[src/rtl/alu_pkg.sv]
// Shared types and constants for the 4-bit ALU and its request arbiter.
package alu_pkg;

  localparam int unsigned ALU_W      = 4;
  localparam int unsigned ALU_OPW    = 4;
  localparam int unsigned ALU_MAX_OP = 9;

  typedef enum logic [ALU_OPW-1:0] {
    ALU_ADD = 4'd0,
    ALU_SUB = 4'd1,
    ALU_MUL = 4'd2,
    ALU_DIV = 4'd3,
    ALU_MOD = 4'd4,
    ALU_SHL = 4'd5,
    ALU_SHR = 4'd6,
    ALU_AND = 4'd7,
    ALU_OR  = 4'd8,
    ALU_XOR = 4'd9
  } alu_op_e;

  typedef enum logic [1:0] {
    IDLE = 2'd0,
    EXEC = 2'd1,
    RESP = 2'd2
  } arb_state_e;

  typedef struct packed {
    logic z;
    logic n;
    logic c;
    logic v;
  } alu_flags_t;

endpackage

[src/rtl/rr_arb2.sv]
// Two-way round-robin grant: a lone requester wins; on a tie the one not granted last wins.
module rr_arb2 (
  input  logic [1:0] i_valid,
  input  logic       i_last,
  output logic [1:0] o_grant,
  output logic       o_id
);

  always_comb begin
    o_grant = i_valid;
    if (i_valid == 2'b11) begin
      o_grant = i_last ? 2'b01 : 2'b10;
    end
  end

  assign o_id = o_grant[1];

endmodule

[src/rtl/alu_req_arbiter.sv]
// Round-robin sharing of one external ALU between two requesters with a valid/ready response.
// Optional per-requester response counters are built when ALU_ARB_STATS_EN is defined.
module alu_req_arbiter
  import alu_pkg::*;
#(
  parameter int unsigned WIDTH       = ALU_W,
  parameter int unsigned OPW         = ALU_OPW,
  parameter int unsigned EXEC_CYCLES = 1,
  parameter int unsigned MAX_OP      = ALU_MAX_OP
) (
  input  logic               clk,
  input  logic               rst,
  input  logic [1:0]         req_valid,
  output logic [1:0]         req_ready,
  input  logic [2*WIDTH-1:0] req_a,
  input  logic [2*WIDTH-1:0] req_b,
  input  logic [2*OPW-1:0]   req_op,
  output logic [WIDTH-1:0]   alu_a,
  output logic [WIDTH-1:0]   alu_b,
  output logic [OPW-1:0]     alu_op,
  input  logic [WIDTH-1:0]   alu_out,
  input  logic               alu_z,
  input  logic               alu_n,
  input  logic               alu_c,
  input  logic               alu_v,
  output logic               rsp_valid,
  input  logic               rsp_ready,
  output logic               rsp_id,
  output logic [WIDTH-1:0]   rsp_data,
  output logic [3:0]         rsp_flags,
  output logic               rsp_err
`ifdef ALU_ARB_STATS_EN
  ,
  output logic [7:0]         stat_cnt0,
  output logic [7:0]         stat_cnt1
`endif
);

  localparam int unsigned CW = (EXEC_CYCLES > 1) ? $clog2(EXEC_CYCLES) : 1;

  arb_state_e       r_state;
  arb_state_e       w_state_nxt;
  logic             r_last;
  logic [CW-1:0]    r_cnt;
  logic [WIDTH-1:0] r_a;
  logic [WIDTH-1:0] r_b;
  logic [OPW-1:0]   r_op;
  logic             r_id;
  logic [WIDTH-1:0] r_data;
  alu_flags_t       r_flags;
  logic             r_err;

  logic [1:0]       w_grant;
  logic             w_gnt_id;
  logic [1:0]       w_req_ready;
  logic             w_xfer;
  logic [WIDTH-1:0] w_sel_a;
  logic [WIDTH-1:0] w_sel_b;
  logic [OPW-1:0]   w_sel_op;
  logic             w_legal;
  logic             w_rsp_hs;

  rr_arb2 u_rr_arb2 (
    .i_valid (req_valid),
    .i_last  (r_last),
    .o_grant (w_grant),
    .o_id    (w_gnt_id)
  );

  assign w_req_ready = (r_state == IDLE) ? w_grant : 2'b00;
  assign w_xfer      = |(req_valid & w_req_ready);
  assign w_sel_a     = w_gnt_id ? req_a[2*WIDTH-1:WIDTH] : req_a[WIDTH-1:0];
  assign w_sel_b     = w_gnt_id ? req_b[2*WIDTH-1:WIDTH] : req_b[WIDTH-1:0];
  assign w_sel_op    = w_gnt_id ? req_op[2*OPW-1:OPW]    : req_op[OPW-1:0];
  assign w_legal     = (w_sel_op <= OPW'(MAX_OP));
  assign w_rsp_hs    = (r_state == RESP) && rsp_ready;

  always_comb begin
    w_state_nxt = r_state;
    case (r_state)
      IDLE: if (w_xfer) w_state_nxt = w_legal ? EXEC : RESP;
      EXEC: if (r_cnt == '0) w_state_nxt = RESP;
      RESP: if (rsp_ready) w_state_nxt = IDLE;
      default: w_state_nxt = IDLE;
    endcase
  end

  always_ff @(posedge clk or posedge rst) begin
    if (rst) r_state <= IDLE;
    else     r_state <= w_state_nxt;
  end

  // Illegal opcodes leave the ALU operand registers untouched so the ALU never sees them.
  always_ff @(posedge clk or posedge rst) begin
    if (rst) begin
      r_last  <= 1'b1;
      r_cnt   <= '0;
      r_a     <= '0;
      r_b     <= '0;
      r_op    <= '0;
      r_id    <= 1'b0;
      r_data  <= '0;
      r_flags <= '0;
      r_err   <= 1'b0;
    end else begin
      case (r_state)
        IDLE: begin
          if (w_xfer) begin
            r_id <= w_gnt_id;
            if (w_legal) begin
              r_a   <= w_sel_a;
              r_b   <= w_sel_b;
              r_op  <= w_sel_op;
              r_cnt <= CW'(EXEC_CYCLES - 1);
            end else begin
              r_data  <= '0;
              r_flags <= '0;
              r_err   <= 1'b1;
            end
          end
        end
        EXEC: begin
          if (r_cnt == '0) begin
            r_data  <= alu_out;
            r_flags <= '{z: alu_z, n: alu_n, c: alu_c, v: alu_v};
            r_err   <= 1'b0;
          end else begin
            r_cnt <= r_cnt - 1'b1;
          end
        end
        RESP: if (rsp_ready) r_last <= r_id;
        default: ;
      endcase
    end
  end

  assign req_ready = w_req_ready;
  assign alu_a     = r_a;
  assign alu_b     = r_b;
  assign alu_op    = r_op;
  assign rsp_valid = (r_state == RESP);
  assign rsp_id    = r_id;
  assign rsp_data  = r_data;
  assign rsp_flags = r_flags;
  assign rsp_err   = r_err;

`ifdef ALU_ARB_STATS_EN
  logic [7:0] r_stat0;
  logic [7:0] r_stat1;

  always_ff @(posedge clk or posedge rst) begin
    if (rst) begin
      r_stat0 <= '0;
      r_stat1 <= '0;
    end else if (w_rsp_hs) begin
      if (!r_id && r_stat0 != '1) r_stat0 <= r_stat0 + 8'd1;
      if (r_id && r_stat1 != '1)  r_stat1 <= r_stat1 + 8'd1;
    end
  end

  assign stat_cnt0 = r_stat0;
  assign stat_cnt1 = r_stat1;
`else
  logic w_unused_hs;
  assign w_unused_hs = w_rsp_hs;
`endif

endmodule

[config.mk]
export PLATFORM = sky130hd
export DESIGN_NAME = alu_req_arbiter
export DESIGN_NICKNAME = d
export VERILOG_FILES = /design/src/rtl/alu_pkg.sv /design/src/rtl/rr_arb2.sv /design/src/rtl/alu_req_arbiter.sv
export SDC_FILE = /design/constraint.sdc
export NUM_CORES = 1
export LEC_CHECK = 0
export ABC_CLOCK_PERIOD_IN_PS = 1600
export CELL_PAD_IN_SITES_DETAIL_PLACEMENT = 1
export CELL_PAD_IN_SITES_GLOBAL_PLACEMENT = 2
export CORE_MARGIN = 2
export CORE_UTILIZATION = 20
export DETAILED_ROUTE_END_ITERATION = 7
export PLACE_DENSITY_LB_ADDON = 0.1
export SKIP_LAST_GASP = 1
export SLEW_MARGIN = 20
export SYNTH_ARGS = -nofsm -noshare
export SYNTH_HDL_FRONTEND = slang
export SYNTH_SLANG_ARGS = --single-unit
[constraint.sdc]
create_clock -name clk -period 1.6 [get_ports clk]
set_input_delay 0.16 -clock clk [delete_from_list [all_inputs] [get_ports clk]]
set_output_delay 0.16 -clock clk [all_outputs]
set_load 0.005 [all_outputs]
### Word level (Yosys, flattened, before mapping)

Cells that the tools add are included.

* output and inout bits: 25
* flip-flop bits (word level): 26
* logic and storage cells: 58
* input port bits: 37

* eq/ne operators: 8
* add/sub/neg operators: 1
* reductions and logical operators: 9
* order comparisons: 1
* muxes and demuxes: 25
* bitwise gates (word level): 1

Operators by type and width (number)
* 4-bit 2-to-1 mux: 7
* 4-bit one-hot mux with 2 select lines: 2
* 2-bit 2-to-1 mux: 7
* 3-bit AND reduction: 3
* 2-bit inequality test, second input constant: 4
* 1-bit 2-to-1 mux: 6
* 2-bit one-hot mux with 3 select lines: 1
* 2-bit equality test, second input constant: 2
* 4-bit less-or-equal comparator, second input constant: 1
* 1-bit one-hot mux with 2 select lines: 2
* 2-bit AND reduction: 2
* 4-bit AND reduction: 1
* 2-bit bitwise AND: 1
* 2-bit by 1-bit equality test with 1-bit output, second input constant: 1
* 2-bit zero test: 1
* 2-bit by 1-bit inequality test with 1-bit output, second input constant: 1
* 2-bit nonzero test: 1
* 2-bit OR reduction: 1
* 1-bit subtractor, second input constant: 1

### Depth between registers and ports, before layout

* depth after elaboration: 7
* gate-level depth with buffers: 5
* gate-level depth less buffers: 4

### By module

A second synthesis with hierarchy kept.

* cells, all modules: 120
* area, all modules: 1253.7 sq um

By module, submodules not included
* alu_req_arbiter: instances 1, cells an instance 116, area an instance 1227.4 sq um
* rr_arb2: instances 1, cells an instance 4, area an instance 26.3 sq um

### Worst setup path after synthesis

OpenSTA, ideal clock, no wires.

* path type: register -> register
* from: reg r_last
* to: reg r_a[3] (netlist: alu_a[3])
* slack: 88 ps
* data required time: 1475 ps
* cell stages (with the launch flop): 6
* arrival: 1388 ps
* library setup time: 125 ps
* buffers on the path: 1
* cell sequence: dfstp_2 -> a21boi_4 -> mux2i_1 -> nor2_2 -> buf_6 -> mux2_2

* longest elaborated chain between the ends: 6

RTL lines
* start: declaration: line alu_req_arbiter.sv:43 `logic r_last;`
* start signal: assignment: line alu_req_arbiter.sv:131 `RESP: if (rsp_ready) r_last <= r_id;`
* 2-bit 2-to-1 mux (*): line rr_arb2.sv:12 `o_grant = i_last ? 2'b01 : 2'b10;`
* 2-bit 2-to-1 mux (*): line rr_arb2.sv:11 `if (i_valid == 2'b11) begin`
* parallel branches: the longest is 4 deep, another holds 4-bit less-or-equal comparator
* end signal: assignment: line alu_req_arbiter.sv:111 `r_a <= w_sel_a;`
* end: declaration: line alu_req_arbiter.sv:45 `logic [WIDTH-1:0] r_a;`

Mark *: on every way between the ends.
A chain may end at the register's enable or synchronous reset.

### Worst setup path in the final report

Same ends and word-level chain as after synthesis.

==> results.json <==
{
  "grt_pass1_wl_mm": 5.789,
  "die_x_um": 80.44,
  "rr_endpoint": "alu_a[3]",
  "required_ns": 1.75,
  "synthArstFlopShare": 1.000,
  "max_stage_delay_ns": 0.58,
  "num_vias": 994,
  "most-common-layout-cells": "58 x clkdlybuf4s50_1, 24 x dfrtp_1, 18 x nand2_1",
  "layout_min_cycle_time_ns": 1.658,
  "cts_buffers": 3,
  "drc": 0,
  "ir_worst_vdd_mv": 0.7021,
  "violations": "negative setup slack",
  "ant_nets": 0,
  "critPathLaunchType": "flip-flop",
  "worstMarginPinSlew_ns": 0.6128,
  "coreArea_sq_um": 5574,
  "synth_edf_count": 0,
  "drt-total-wl_mm": 3.529,
  "r2r_setup_slack_ns": -0.06,
  "rr_worst_depth": 6,
  "fin_nets": 211,
  "hpwl_mm": 2.572,
  "ys_seq_area_frac": 0.5364,
  "path_class": "flip-flop to flip-flop",
  "grt_pass1_vias": 1132,
  "io_pins": 62,
  "skew_ns": 0.01088,
  "cp-end-kind": "flip-flop",
  "clkSinkCount": 25,
  "drive_above_1_share": 0.2543,
  "hold_viol_final": 0,
  "start_util": 0.2097,
  "crit_path_top_delay_cell": "dfstp_2",
  "grtUsageMet1": 0.1451,
  "hold_ws_ns": 0.2285,
  "n_antenna_cell": 0,
  "slew_viol_final": 0,
  "r2r-start": "r_last",
  "hold_buffers": 0,
  "cts-root-buf": "clkbuf_8",
  "place_inst": 237,
  "ctsHtreeMaxLevel": 1,
  "final_common_cell": "clkdlybuf4s50_1",
  "clk_pin_slew_ns": 0.10,
  "relSlewSlack": 0.5906,
  "finalCritPeriodShare": 1.036,
  "synth_area_per_cell_sq_um": 11.57,
  "grt_max_degree": 26,
  "grt.total_usage": 0.1165,
  "final_cell_area_sq_um": 2061,
  "cap_violations": 0,
  "portBuffers": 61,
  "clockBufferDepth": 2,
  "die_h_um": 80.44,
  "finalNonFillerCells": 245,
  "vias_per_cell": 4.057,
  "wl_per_cell_um": 14.40,
  "met2_usage": 0.2025,
  "insertion_delay_ns": 0.27,
  "crit_fanout": 7,
  "finalSetupViolCount": 15,
  "synth_area_sq_um": 1169,
  "postSynthNetCount": 138,
  "ys_warn_count": 0,
  "dpl-instance-area_sq_um": 1901,
  "rsz0062_at_grt": "yes",
  "setup_slack_ns": -0.05803,
  "num_rows": 27,
  "crit_path_cell_trace": "a21boi_4, buf_4, mux2i_2, nor2_4, buf_8, mux2_4",
  "yosysUniqueCellTypes": 21,
  "gr-usage-met3": 0.03596,
  "cp.arrival_ns": 1.81,
  "cts_tree": "built",
  "outcome": "finished with violations",
  "die-area_sq_um": 6471,
  "hold_path_class": "input port to async pin",
  "synthCells": 101,
  "powerDensity_nw_per_um2": 1512,
  "cellLeakagePower_nw": 0.8947,
  "top_usage_layer": "met2",
  "ys.flop_type": "dfrtp_1",
  "fmaxAchievable_ghz": 0.6031,
  "antenna_found_initial": 0,
  "drt_first_pass_iters": 2,
  "gp_routability_congestion": 0.6725,
  "dr.first_iter.drc_count": 33,
  "ys_ff_latch": 25,
  "grt_overflow": 0,
  "area.growth.synth_to_final_pct": 76.34
}
==> flip-flops by register name, indices dropped and copies added, names as in the netlist <==
signal and count:
alu_b 4, rsp_id 1, rsp_data 4, rsp_err 1, r_last 1, rsp_flags 4, alu_a 4, alu_op 4
r_state 2
==> cell usage after synthesis (all sizes together) (2+ instances only) <==
cell type  instances  area [sq um]
nand2b             2         12.51
inv                3         11.26
o21ai             12         60.06
nor2b              3         18.77
mux2              23         259.0
nand2             18         67.56
buf                5         28.78
nor2               2         10.01
dfrtp             24         600.6
==> layer usage <==
metal / share of wire / vias up
met3: 0.054 / 2
met4: 0.0045 / 0
li1: - / 486
met2: 0.52 / 26
met1: 0.42 / 480
met5: 0 / -
==> per-stage QoR <==
stage / util / power (mW) / TNS [ns] / worst slack (ns)
2_1_floorplan: - / 1.682 / 0 / 0.08770
3_3_place_gp: 0.3410 / 2.503 / -6.505 / -0.4503
3_5_place_dp: 0.3410 / 2.550 / -7.363 / -0.4858
4_1_cts: 0.3684 / 3.171 / -0.8772 / -0.2147
5_1_grt: 0.3697 / 3.362 / -2.058 / -0.1214
6_report: 0.3697 / 3.115 / -0.5010 / -0.05803
==> critical path: cells and delay by family (launching register included) <==
family                 cells  cell delay [ns]
flip-flops                 1             0.58
multiplexers               2             0.53
buffers and inverters      2             0.30
AO/OA/AOI/OAI              1             0.06
AND/OR/NAND/NOR            1             0.06
==> area by class of cell <==
cell class / count / area (sq um)
Fill cell: 631 / 3513
Sequential cell: 25 / 626.9
Tap cell: 72 / 90.09
Inverter: 3 / 11.26
Timing Repair Buffer: 73 / 724.4
Multi-Input combinational cell: 68 / 559.3
Clock inverter: 1 / 7.507
Clock buffer: 3 / 41.29
==> worst max-delay path by stage <==
stage	endpoint	startpoint	slack [ns]
2_1_floorplan	alu_a[3]	r_last	0.09
3_3_place_gp	alu_a[3]	req_valid[1]	-0.45
3_5_place_dp	alu_a[3]	req_valid[1]	-0.49
4_1_cts	req_ready[1]	r_last	-0.21
5_1_grt	alu_a[3]	r_last	-0.12
6_report	alu_a[3]	r_last	-0.06
==> kinds of logic (layout without fill, tap and decap cells) <==
| group | after synthesis | after routing | share of synthesized area |
|---|---|---|---|
| flops | 25 | 25 | 0.5364 |
| simple gates | 27 | 27 | 0.1039 |
| compound gates | 17 | 17 | 0.09530 |
| mux | 24 | 24 | 0.2302 |
| buf+inv | 8 | 80 | 0.03426 |
==> report_power, final <==
part / switching [mW] / internal, mW
combinational: 0.553 / 1.07
sequential: 0.169 / 0.933
clock: 0.214 / 0.177
total: 0.936 / 2.18
==> timing repair <==
| action | CTS | global route |
|---|---|---|
| gates resized for setup | 22 | 3 |
| gates cloned | 0 | 0 |
| setup endpoints to repair | 15 | 23 |
| setup buffers | 4 | 0 |
| pin swaps | 1 | 1 |
| hold endpoints to repair | 0 | 0 |
Note: power is estimated with default switching activity, not from simulation.
